===== config.mk =====
export PLATFORM = sky130hd
export DESIGN_NAME = sm83_irq_ctl
export DESIGN_NICKNAME = d
export VERILOG_FILES = /design/src/rtl/sm83_irq_ctl.sv
export SDC_FILE = /design/constraint.sdc
export NUM_CORES = 1
export LEC_CHECK = 0
export BUFFER_PORTS_ARGS = -buffer_cell sky130_fd_sc_hd__buf_2
export CORE_ASPECT_RATIO = 1.5
export CORE_MARGIN = 5
export CORE_UTILIZATION = 30
export CTS_BUF_LIST = sky130_fd_sc_hd__clkbuf_4 sky130_fd_sc_hd__clkbuf_8
export DETAILED_ROUTE_END_ITERATION = 12
export SYNTH_ARGS = -nofsm -noshare
export SYNTH_HDL_FRONTEND = slang
export SYNTH_SLANG_ARGS = --single-unit
export TNS_END_PERCENT = 50

===== constraint.sdc =====
create_clock -name clk -period 1.9 [get_ports clk]
set_clock_uncertainty 0.2 [all_clocks]
set_input_delay 0.095 -clock clk [delete_from_list [all_inputs] [get_ports clk]]
set_output_delay 0.095 -clock clk [all_outputs]
set_load 0.02 [all_outputs]

===== src/rtl/sm83_irq_ctl.sv =====
// SM83 interrupt controller: IF/IE/IME, EI delay, priority, 5-step dispatch.
// Ports: clk/rst, step, irq_req, if/ie regs, ei/di/reti, halt, dispatch outs.
module sm83_irq_ctl (
  input  logic        clk,
  input  logic        rst,
  input  logic        step,
  input  logic [4:0]  irq_req,
  input  logic        if_wr,
  input  logic        ie_wr,
  input  logic [7:0]  wdata,
  output logic [7:0]  if_rdata,
  output logic [7:0]  ie_rdata,
  input  logic        ei,
  input  logic        di,
  input  logic        reti,
  input  logic        instr_boundary,
  input  logic        halt_req,
  output logic        dispatch,
  output logic        busy,
  output logic        push_hi,
  output logic        push_lo,
  output logic        jump,
  output logic [15:0] vector,
  output logic        halted,
  output logic        halt_bug,
  output logic        ime
);

  typedef enum logic [2:0] {
    S_IDLE, S_W1, S_W2, S_PUSH_HI, S_PUSH_LO, S_JUMP
  } state_t;

  state_t      state;
  logic [4:0]  if_q, if_d;
  logic [7:0]  ie_q, ie_d;
  logic        ime_q, ime_pend;
  logic [2:0]  idx_q;
  logic        sel_ok;
  logic [15:0] vec_q;
  logic        busy_q, ph_q, pl_q, jmp_q;
  logic        halted_q, hbug_q;
  logic [4:0]  pending, pend_nx;
  logic        clr;

  function automatic logic [2:0] lowest(input logic [4:0] p);
    logic [2:0] r;
    r = 3'd0;
    for (int i = 4; i >= 0; i--)
      if (p[i]) r = 3'(i);
    return r;
  endfunction

  assign pending = ie_q[4:0] & if_q;
  // IE/IF as they will be after this clk, so a write on the
  // edge that ends PUSH_HI still steers the vector choice.
  assign pend_nx = ie_d[4:0] & if_d;
  assign clr = step && (state == S_PUSH_LO) && sel_ok;

  // Request OR is applied last so a request never loses to a clear/write.
  always_comb begin
    if_d = if_q;
    if (clr) if_d[idx_q] = 1'b0;
    if (if_wr) if_d = wdata[4:0];
    if_d = if_d | irq_req;
    ie_d = ie_wr ? wdata : ie_q;
  end

  assign dispatch = (state == S_IDLE) && instr_boundary &&
                    ime_q && (|pending);

  always_ff @(posedge clk) begin
    if (rst) begin
      state    <= S_IDLE;
      if_q     <= 5'd0;
      ie_q     <= 8'd0;
      ime_q    <= 1'b0;
      ime_pend <= 1'b0;
      idx_q    <= 3'd0;
      sel_ok   <= 1'b0;
      vec_q    <= 16'd0;
      busy_q   <= 1'b0;
      ph_q     <= 1'b0;
      pl_q     <= 1'b0;
      jmp_q    <= 1'b0;
      halted_q <= 1'b0;
      hbug_q   <= 1'b0;
    end else begin
      if_q <= if_d;
      ie_q <= ie_d;
      if (step) begin
        hbug_q <= 1'b0;
        unique case (state)
          S_IDLE: begin
            if (dispatch) begin
              state  <= S_W1;
              busy_q <= 1'b1;
            end
          end
          S_W1: state <= S_W2;
          S_W2: begin
            state <= S_PUSH_HI;
            ph_q  <= 1'b1;
          end
          S_PUSH_HI: begin
            state  <= S_PUSH_LO;
            ph_q   <= 1'b0;
            pl_q   <= 1'b1;
            idx_q  <= lowest(pend_nx);
            sel_ok <= |pend_nx;
          end
          S_PUSH_LO: begin
            state <= S_JUMP;
            pl_q  <= 1'b0;
            jmp_q <= 1'b1;
            vec_q <= sel_ok ? 16'h0040 + {10'd0, idx_q, 3'd0}
                            : 16'h0000;
          end
          S_JUMP: begin
            state  <= S_IDLE;
            busy_q <= 1'b0;
            jmp_q  <= 1'b0;
            vec_q  <= 16'h0000;
          end
          default: state <= S_IDLE;
        endcase
        if (state == S_IDLE) begin
          // Dispatch sees the old IME; a pending EI lands afterwards.
          if (dispatch) begin
            ime_q    <= 1'b0;
            ime_pend <= 1'b0;
          end else if (instr_boundary && ime_pend) begin
            ime_q    <= 1'b1;
            ime_pend <= 1'b0;
          end
          if (ei) ime_pend <= 1'b1;
          if (reti) ime_q <= 1'b1;
          if (di) begin
            ime_q    <= 1'b0;
            ime_pend <= 1'b0;
          end
          if (halt_req) begin
            if (!(|pending)) halted_q <= 1'b1;
            else if (!ime_q) hbug_q <= 1'b1;
          end
        end
        if (halted_q && (|pending)) halted_q <= 1'b0;
      end
    end
  end

  assign if_rdata = {3'b111, if_q};
  assign ie_rdata = ie_q;
  assign ime      = ime_q;
  assign busy     = busy_q;
  assign push_hi  = ph_q;
  assign push_lo  = pl_q;
  assign jump     = jmp_q;
  assign vector   = vec_q;
  assign halted   = halted_q;
  assign halt_bug = hbug_q;

endmodule


==> results of run 1 <==
-- metrics by stage --
step | area, um^2 | setup TNS, ns | util, % | setup slack, ns | std cells
floorplan | 1740 | 0 | - | 0.0251 | 212
global placement | 1970 | 0 | 36.2 | 0.0412 | 314
detailed placement | 1970 | -0.00291 | 36.2 | -0.00291 | 314
CTS | 2320 | 0 | 42.6 | 0.00724 | 347
global route | 2350 | -0.00668 | 43.2 | -0.00668 | 349
finish | 2350 | 0 | 43.2 | 0.0639 | 349
-- area by class of cell --
| class | instances | share of cell area, % |
|---|---|---|
| sequential | 32 | 27.6 |
| tap | 70 | 3.72 |
| inverter | 8 | 1.28 |
| timing repair buffer | 85 | 24.8 |
| clock buffer | 6 | 3.51 |
| multi-input combinational | 146 | 38.7 |
| clock inverter | 2 | 0.425 |
-- worst max path at each step --
stage                         from        to  cells after the start
after floorplan           state[1]  state[0]                      6
after global placement    state[0]  idx_q[1]                      5
after detailed placement  state[0]  idx_q[1]                      5
after CTS                 state[0]  ime_pend                      5
after global routing      state[0]  idx_q[1]                      5
final                     state[0]  idx_q[1]                      5
-- logic make-up (layout without fill, tap and decap cells) --
| family | Yosys count | after routing | share of synthesized area [%] |
|---|---|---|---|
| simple gates | 73 | 73 | 22.1 |
| compound gates | 47 | 47 | 20.7 |
| mux | 11 | 11 | 6.54 |
| buf+inv | 34 | 101 | 12.1 |
| flops | 32 | 32 | 38.0 |
| other cells | 2 | 15 | 0.446 |
-- registers in the layout (all words and copies together), names as in the netlist, 3 cells and up --
name      cells
idx_q         3
ie_rdata      8
if_q          5
state         3
vector        4
-- layout by cell type (no fill, tap or decap), drive strengths merged, types with 5 or more instances in the layout --
cell type,count
nand2,17
nand3b,5
nor2,30
a21oi,15
clkbuf,6
mux2i,11
a31oi,6
nor3,5
buf,60
inv,8
dfxtp,32
dlygate4sd3,25
conb,15
-- routing by layer --
metal	share of wire [%]	wire, um
met4	2.4	111
met3	5.5	256
met5	0	0
met2	53	2480
met1	39	1790
-- power by group --
group | total [mW] | leakage, nW | switching, mW | internal [mW]
Combinational | 0.287 | 0.781 | 0.161 | 0.126
Sequential | 0.713 | 0.264 | 0.0196 | 0.694
Clock | 0.550 | 0.0510 | 0.261 | 0.289
Total | 1.55 | 1.10 | 0.441 | 1.11
-- what timing repair did --
action | 4_1_cts | 5_1_grt
buffers inserted | 0 | 2
hold buffers | 25 | 0
hold endpoints to repair | 19 | 0
setup endpoints to repair | 1 | 7
resized for setup | 1 | 8
pin swaps | 0 | 5
-- tightest hold or removal path, cell delays in order --
cell	delay (ns)
buf_2	0.19
nand2_1	0.11
a31oi_1	0.07
==> flow_summary.yaml, run 1 <==
logic_synthesis:
  synthTopCellsByCount: "dfxtp_1, nor2_1, nand2_1"
  yosysSeqAreaShare_pct: 38.0
  syn_inst: 199
  synth_seq_cells: 32
  synth.most_common_cell: "dfxtp_1"
  synth_area_um2: 1680
  synthDistinctLibCells: 41
  avgSynthCellArea_um2: 8.46
  async_flop_share_pct: 0
  synth_ff_type: "dfxtp_1"
  synth_area_leaders: "dfxtp_1, buf_4, nor2_1"
  synth_edf_count: 0
  synth_top_area_share_pct: 38.0
  synth_area_leader_cell: "dfxtp_1"
  yosysWarnings: 0
critical_path:
  slowest_delay_ns: 0.37
  cp-end-kind: "flip-flop"
  crit_type: "flip-flop to flip-flop"
  crit_arrival_ns: 1.81
  crit_family: "simple AND/OR/NAND/NOR gates"
  worstPathCellList: "nor4b_4 -> nand2_1 -> o221a_1 -> nand2b_1 -> a32o_1"
  r2r_end: "idx_q[1]"
  rr_worst_depth: 5
  critPathBufInv: 0
  worstReg2RegStart: "state[0]"
  crit_path_max_fanout: 7
  worst_path_max_delay_cell: "dfxtp_4"
  r2r_slack_ns: 0.06
  cp.required_ns: 1.88
  cp-start-kind: "flip-flop"
grt:
  grt.overflow.total: 0
  grt_usage_pct: 13.3
  antenna_found_initial: 0
  grt_util_met1_pct: 13.8
  top_usage_layer: "met2"
  grt_max_degree: 19
  grt_pass1_vias: 1648
  grtUsageMet3_pct: 3.57
  grt_pass1_wl_mm: 7.70
  grt_util_met2_pct: 24.6
timing:
  max_freq_ghz: 0.545
  hold_viol_final: 0
  min_period_over_period_pct: 96.6
  period_needed_ns: 1.84
  setup_viol: 0
  slew_viol_final: 0
  holdWs_ns: 0.0370
  rsz0062_at_grt: "true"
routing:
  num_vias: 1690
  drtAntennaViolNets: 0
  drc_errors: 0
  wirelength_mm: 4.65
  drtIter0Drc: 50
  viasPerCell: 4.84
  dr.pass1.iters: 4
  wl_per_cell_um: 13.3
place:
  gp_congestion: 0.843
  hpwl_mm: 3.36
  io_buffers: 47
final_layout:
  drive_above_1_share_pct: 28.3
  syn2layout_area_growth_pct: 39.8
  multi_input_area_um2: 911
  layout.nets: 301
  seq_area_um2: 651
  diodes: 0
  nFillCells: 579
power_and_ir_drop:
  power.leakage_nw: 1.10
  ir_worst_vdd_v: 0.000331
  finalPower_mw: 1.55
  power.density_nw_per_um2: 658
worst_hold_path:
  hold_start: "if_wr"
  hold_path_depth: 3
  min_to: "if_q[2]"
  hp-class: "primary input to flip-flop"
floorplan:
  dieArea_um2: 7240
  die_x_um: 71.2
  core.rowCount: 33
  die_h_um: 102
  io_pins: 63
  start_util_pct: 30.9
  core_area_um2: 5450
clock_network:
  clk_pin_slew_ns: 0.07
  cts_tree: "done"
  cts-root-buf: "clkbuf_8"
  cts_made_buffers: 5
  clock_latency_ns: 0.29
  cts_sinks: 32
  cts.htree.levels: 2
  cts.path.max_buffers: 2
status:
  outcome: "complete, no violations"
job:
  max_cap_violations: 0
No activity file was read; power rests on OpenSTA's default activity.
==> inputs of run 2 (changes only) <==
--- a/config.mk
+++ b/config.mk
@@ -8,9 +8,9 @@
 export BUFFER_PORTS_ARGS = -buffer_cell sky130_fd_sc_hd__buf_2
 export CORE_ASPECT_RATIO = 1.5
 export CORE_MARGIN = 5
-export CORE_UTILIZATION = 30
-export CTS_BUF_LIST = sky130_fd_sc_hd__clkbuf_4 sky130_fd_sc_hd__clkbuf_8
+export CORE_UTILIZATION = 49
 export DETAILED_ROUTE_END_ITERATION = 12
+export PLACE_DENSITY = 0.8
 export SYNTH_ARGS = -nofsm -noshare
 export SYNTH_HDL_FRONTEND = slang
 export SYNTH_SLANG_ARGS = --single-unit
==> run 2 against run 1 <==
Against the previous run:
- core utilization is 24 points higher
- final cell count is 11% lower
- hold slack worse by 0.023 ns
- first-iteration DRC count is 4.0% higher
==> flow_summary.yaml, run 2 (synthesis results as in run 1) <==
clock_network:
  cts.path.max_buffers: 2
  clock_latency_ns: 0.28
  cts-root-buf: "clkbuf_8"
  cts_tree: "done"
  cts.htree.levels: 2
  cts_sinks: 32
  clk_pin_slew_ns: 0.06
  cts_made_buffers: 5
critical_path:
  cp.required_ns: 1.87
  crit_type: "flip-flop to flip-flop"
  crit_arrival_ns: 1.80
  worstReg2RegStart: "state[0]"
  crit_path_max_fanout: 6
  slowest_delay_ns: 0.37
  r2r_end: "idx_q[1]"
  rr_worst_depth: 5
  worstPathCellList: "nor4b_4 -> nand2_1 -> o221a_1 -> nand2b_4 -> a32o_1"
  r2r_slack_ns: 0.07
  worst_path_max_delay_cell: "dfxtp_4"
  cp-end-kind: "flip-flop"
  cp-start-kind: "flip-flop"
floorplan:
  die_h_um: 81.8
  core_area_um2: 3350
  start_util_pct: 50.3
  dieArea_um2: 4730
  core.rowCount: 26
  io_pins: 63
  die_x_um: 57.9
worst_hold_path:
  min_to: "halted"
  hold_path_depth: 3
  hp-class: "primary input to flip-flop"
  hold_start: "step"
final_layout:
  most-common-layout-cells: "buf_2, dfxtp_1, nor2_1"
  mostFrequentLayoutCell: "buf_2"
  finalInstanceArea_um2: 2240
  layout.nets: 292
  syn2layout_area_growth_pct: 32.8
  largest_register_ffs: 8
  drive_above_1_share_pct: 27.0
  diodes: 0
  stdcell_count: 312
routing:
  dr.pass1.iters: 4
  drtAntennaViolNets: 0
  wirelength_mm: 4.16
  wl_per_cell_um: 13.3
  num_vias: 1647
  drtIter0Drc: 52
  drc_errors: 0
  viasPerCell: 5.28
place:
  postPlaceCellArea_um2: 1920
  gp_congestion: 0.850
  dp_cells: 284
  hpwl_mm: 3.05
  io_buffers: 47
  post-place-ws_ns: -0.0157
power_and_ir_drop:
  finalPower_mw: 1.52
  ir_worst_vdd_v: 0.000621
  power.leakage_nw: 1.05
  power.density_nw_per_um2: 678
timing:
  max_freq_ghz: 0.548
  period_needed_ns: 1.83
  slew_viol_final: 0
  setup_viol: 0
  rsz0062_at_grt: "false"
  min_period_over_period_pct: 96.1
  fin_ws_ns: 0.0735
  holdWs_ns: 0.0144
  hold_viol_final: 0
grt:
  grt_pass1_vias: 1689
  grt.overflow.total: 0
  grt_max_degree: 22
  grt_pass1_wl_mm: 6.93
  grt_usage_pct: 18.8
  antenna_found_initial: 0
job:
  max_cap_violations: 0
status:
  outcome: "complete, no violations"
## run 2: cell type report
class	count	area, um^2
fillers	290	1110
multi-input cells	146	921
flip-flops and latches	32	646
repair buffers	76	498
clock buffers	8	90.1
well taps	42	52.6
inverters	8	30.0
## run 2: metrics by stage
stage / TNS [ns] / utilization (%)
final: 0 / 66.8
after global routing: 0 / 66.8
after CTS: 0 / 65.7
after detailed placement: -0.0157 / 57.4
after global placement: 0 / 57.4
after floorplan: 0 / -
## run 2: power breakdown
group / switching (mW) / internal (mW)
Combinational: 0.157 / 0.116
Clock: 0.235 / 0.295
Sequential: 0.0197 / 0.693
Total: 0.412 / 1.10
## run 2: layer usage
metal	share of wire, %	GRT usage [%]	vias up
li1	-	-	819
met1	38	18.8	777
met2	55	35.3	45
met3	5.6	4.87	6
met4	1.4	8.82	0
met5	0	0	-
## run 2: critical path, delay by kind of cell (launching register included)
family / cells / cell delay, ns
simple gates: 3 / 0.60
compound gates: 2 / 0.55
flops: 1 / 0.37
## run 2: timing repair
action	4_1_cts	5_1_grt
setup buffers	0	2
pin swaps	0	4
resized for setup	1	6
hold buffers	18	0
setup endpoints to repair	1	6
hold endpoints to repair	17	0
## run 2: how the worst max path moves through the flow
stage,startpoint,endpoint,slack (ns),cells after the start
floorplan,state[1],state[0],0.03,6
global placement,state[0],idx_q[1],0.06,5
detailed placement,state[0],idx_q[1],-0.02,5
CTS,state[0],idx_q[1],0.02,5
global route,state[0],idx_q[1],0.003,5
finish,state[0],idx_q[1],0.07,5
==> inputs of run 3 (changes only) <==
--- a/config.mk
+++ b/config.mk
@@ -10,6 +10,7 @@
 export CORE_MARGIN = 5
 export CORE_UTILIZATION = 49
 export DETAILED_ROUTE_END_ITERATION = 12
+export HOLD_SLACK_MARGIN = 0.02
 export PLACE_DENSITY = 0.8
 export SYNTH_ARGS = -nofsm -noshare
 export SYNTH_HDL_FRONTEND = slang
==> constraint.sdc (replaced) <==
create_clock -name clk -period 1.77 [get_ports clk]
set_clock_uncertainty 0.2 [all_clocks]
set_input_delay 0.0885 -clock clk [delete_from_list [all_inputs] [get_ports clk]]
set_output_delay 0.0885 -clock clk [all_outputs]
set_load 0.02 [all_outputs]
==> run 3 against run 2 <==
Against the previous run:
- setup slack lost 0.12 ns
- core utilization grew 4.8 points
- highest routed layer unchanged
- final area grew 7.2%
- combinational power grew 18%
- sequential power grew 7.7%
- global-route usage grew 1.2 points
- critical path depth shrank 1
- final cell count grew 3.8%
- largest power group unchanged
- first-iteration DRC count shrank 54%
- non-clock buffer count grew 12
- the flow now finishes with violations (setup timing)
==> flow_summary.yaml, run 3 (synthesis results as in run 1) <==
status:
  outcome: "finished with violations"
  violations: "setup timing"
final_layout:
  finalInstanceArea_um2: 2400
  diodes: 0
  layout.nets: 304
  drive_above_1_share_pct: 33.0
  most-common-layout-cells: "buf_2, nor2_1, dlygate4sd3_1"
  mostFrequentLayoutCell: "buf_2"
  multi_input_area_um2: 936
  seq_area_um2: 654
  syn2layout_area_growth_pct: 42.3
  nFillCells: 267
  largest_register_ffs: 8
worst_hold_path:
  hp-class: "primary input to flip-flop"
  hold_start: "ie_wr"
routing:
  drtIter0Drc: 24
  wirelength_mm: 4.60
  wl_per_cell_um: 14.2
  drc_errors: 0
  viasPerCell: 5.31
  drtAntennaViolNets: 0
  dr.pass1.iters: 4
  num_vias: 1721
grt:
  antenna_found_initial: 0
  grt.overflow.total: 0
  grt_pass1_wl_mm: 7.27
  grt_max_degree: 21
  grt_usage_pct: 20.0
  grt_pass1_vias: 1709
power_and_ir_drop:
  p_sw_share_pct: 27.1
  clkPwrFrac_pct: 39.1
  power.leakage_nw: 1.12
  ir_worst_vdd_v: 0.000968
  power.density_nw_per_um2: 748
  p_sw_mw: 0.485
  p_int_mw: 1.31
  power_frac_seq_pct: 42.8
  combPwrFrac_pct: 18.0
timing:
  setup_viol: 2
  fin_tns_setup_ns: -0.0776
  slew_viol_final: 0
  min_period_over_period_pct: 103
  period_needed_ns: 1.82
  rsz0062_at_grt: "true"
  max_freq_ghz: 0.549
  fin_ws_ns: -0.0500
  hold_viol_final: 0
critical_path:
  cp-end-kind: "output port"
  crit_type: "flip-flop to output port"
  worstReg2RegStart: "state[0]"
  worstPathCellList: "buf_4 -> or2_4 -> a211oi_4 -> buf_4"
  slowest_delay_ns: 0.35
  cp-start-kind: "flip-flop"
  crit_start: "state[0]"
  crit_arrival_ns: 1.53
  crit_path_max_fanout: 8
  worst_path_max_delay_cell: "dfxtp_2"
  cp.required_ns: 1.48
  cp_common_cell: "buf_4"
clock_network:
  cts_sinks: 32
  cts_made_buffers: 5
  cts-root-buf: "clkbuf_8"
  cts.htree.levels: 2
  cts.path.max_buffers: 2
  clock_latency_ns: 0.29
  cts_tree: "done"
  clk_pin_slew_ns: 0.07
floorplan:
  die_h_um: 81.8
  core.rowCount: 26
  dieArea_um2: 4730
  io_pins: 63
  start_util_pct: 50.3
  die_x_um: 57.9
  core_area_um2: 3350
place:
  hpwl_mm: 3.14
  postPlaceCellArea_um2: 1970
  gp_congestion: 0.890
  io_buffers: 47
job:
  max_cap_violations: 0
==> run 3: cell types whose count changed in the layout (fill, tap and decap cells not counted), sizes merged <==
cell / previous run / this run
buf: 58 / 62
clkbuf: 8 / 5
bufinv: 0 / 1
dlygate4sd3: 18 / 26
clkinv: 0 / 1
clkinvlp: 0 / 1
==> run 3: worst max-delay path: cells and delay by family, from the launching register on <==
kind,cells,cell delay (ns)
AO/OA/AOI/OAI,1,0.25
buffers and inverters,2,0.37
AND/OR/NAND/NOR,1,0.27
flip-flops,1,0.35
==> run 3: final cells by class <==
type | count | area share [%]
Timing Repair Buffer | 88 | 25.6
Inverter | 8 | 1.25
Clock buffer | 5 | 2.87
Tap cell | 42 | 2.19
Sequential cell | 32 | 27.3
Multi-Input combinational cell | 146 | 39.0
Clock inverter | 3 | 1.77
==> run 3: power groups by stage <==
stage	clock network, mW	registers (mW)	logic (mW)
2_1_floorplan	0	0.809	0.172
3_3_place_gp	0	0.783	0.259
3_5_place_dp	0	0.783	0.262
4_1_cts	0.711	0.767	0.309
5_1_grt	0.740	0.771	0.352
6_report	0.702	0.768	0.323
==> run 3: final timing paths <==
check                              endpoint  slack (ns)  depth (start not counted)
worst min register to register     halt_bug        0.26                          2
worst max register to register     state[0]       -0.03                          6
worst min-delay path            ie_rdata[2]        0.06                          3
worst max-delay path               dispatch       -0.05                          4
==> run 3: metal layers <==
layer | wire length (um) | GRT usage, %
met5 | 0 | 0
met3 | 292 | 5.50
met1 | 1630 | 19.8
met4 | 193 | 13.5
met2 | 2490 | 35.7
==> run 3: per-stage QoR <==
step,total power [mW],worst slack (ns),util (%),hold slack (ns),std cells
detailed placement,1.05,-0.0174,58.8,0.139,289
finish,1.79,-0.0500,71.5,0.0589,324
global placement,1.04,0.00899,58.8,0.125,289
CTS,1.79,-0.0182,70.1,0.0370,323
global route,1.86,-0.0942,71.5,0.0874,324
floorplan,0.981,0.0220,-,0.0356,212
==> run 3: repair_timing <==
item,in CTS,in global routing
pin swaps,0,1
setup endpoints to repair,5,8
endpoints found under the hold margin,19,0
resized for setup,3,12
hold buffers,26,0
buffers inserted,0,1
cloned,0,0
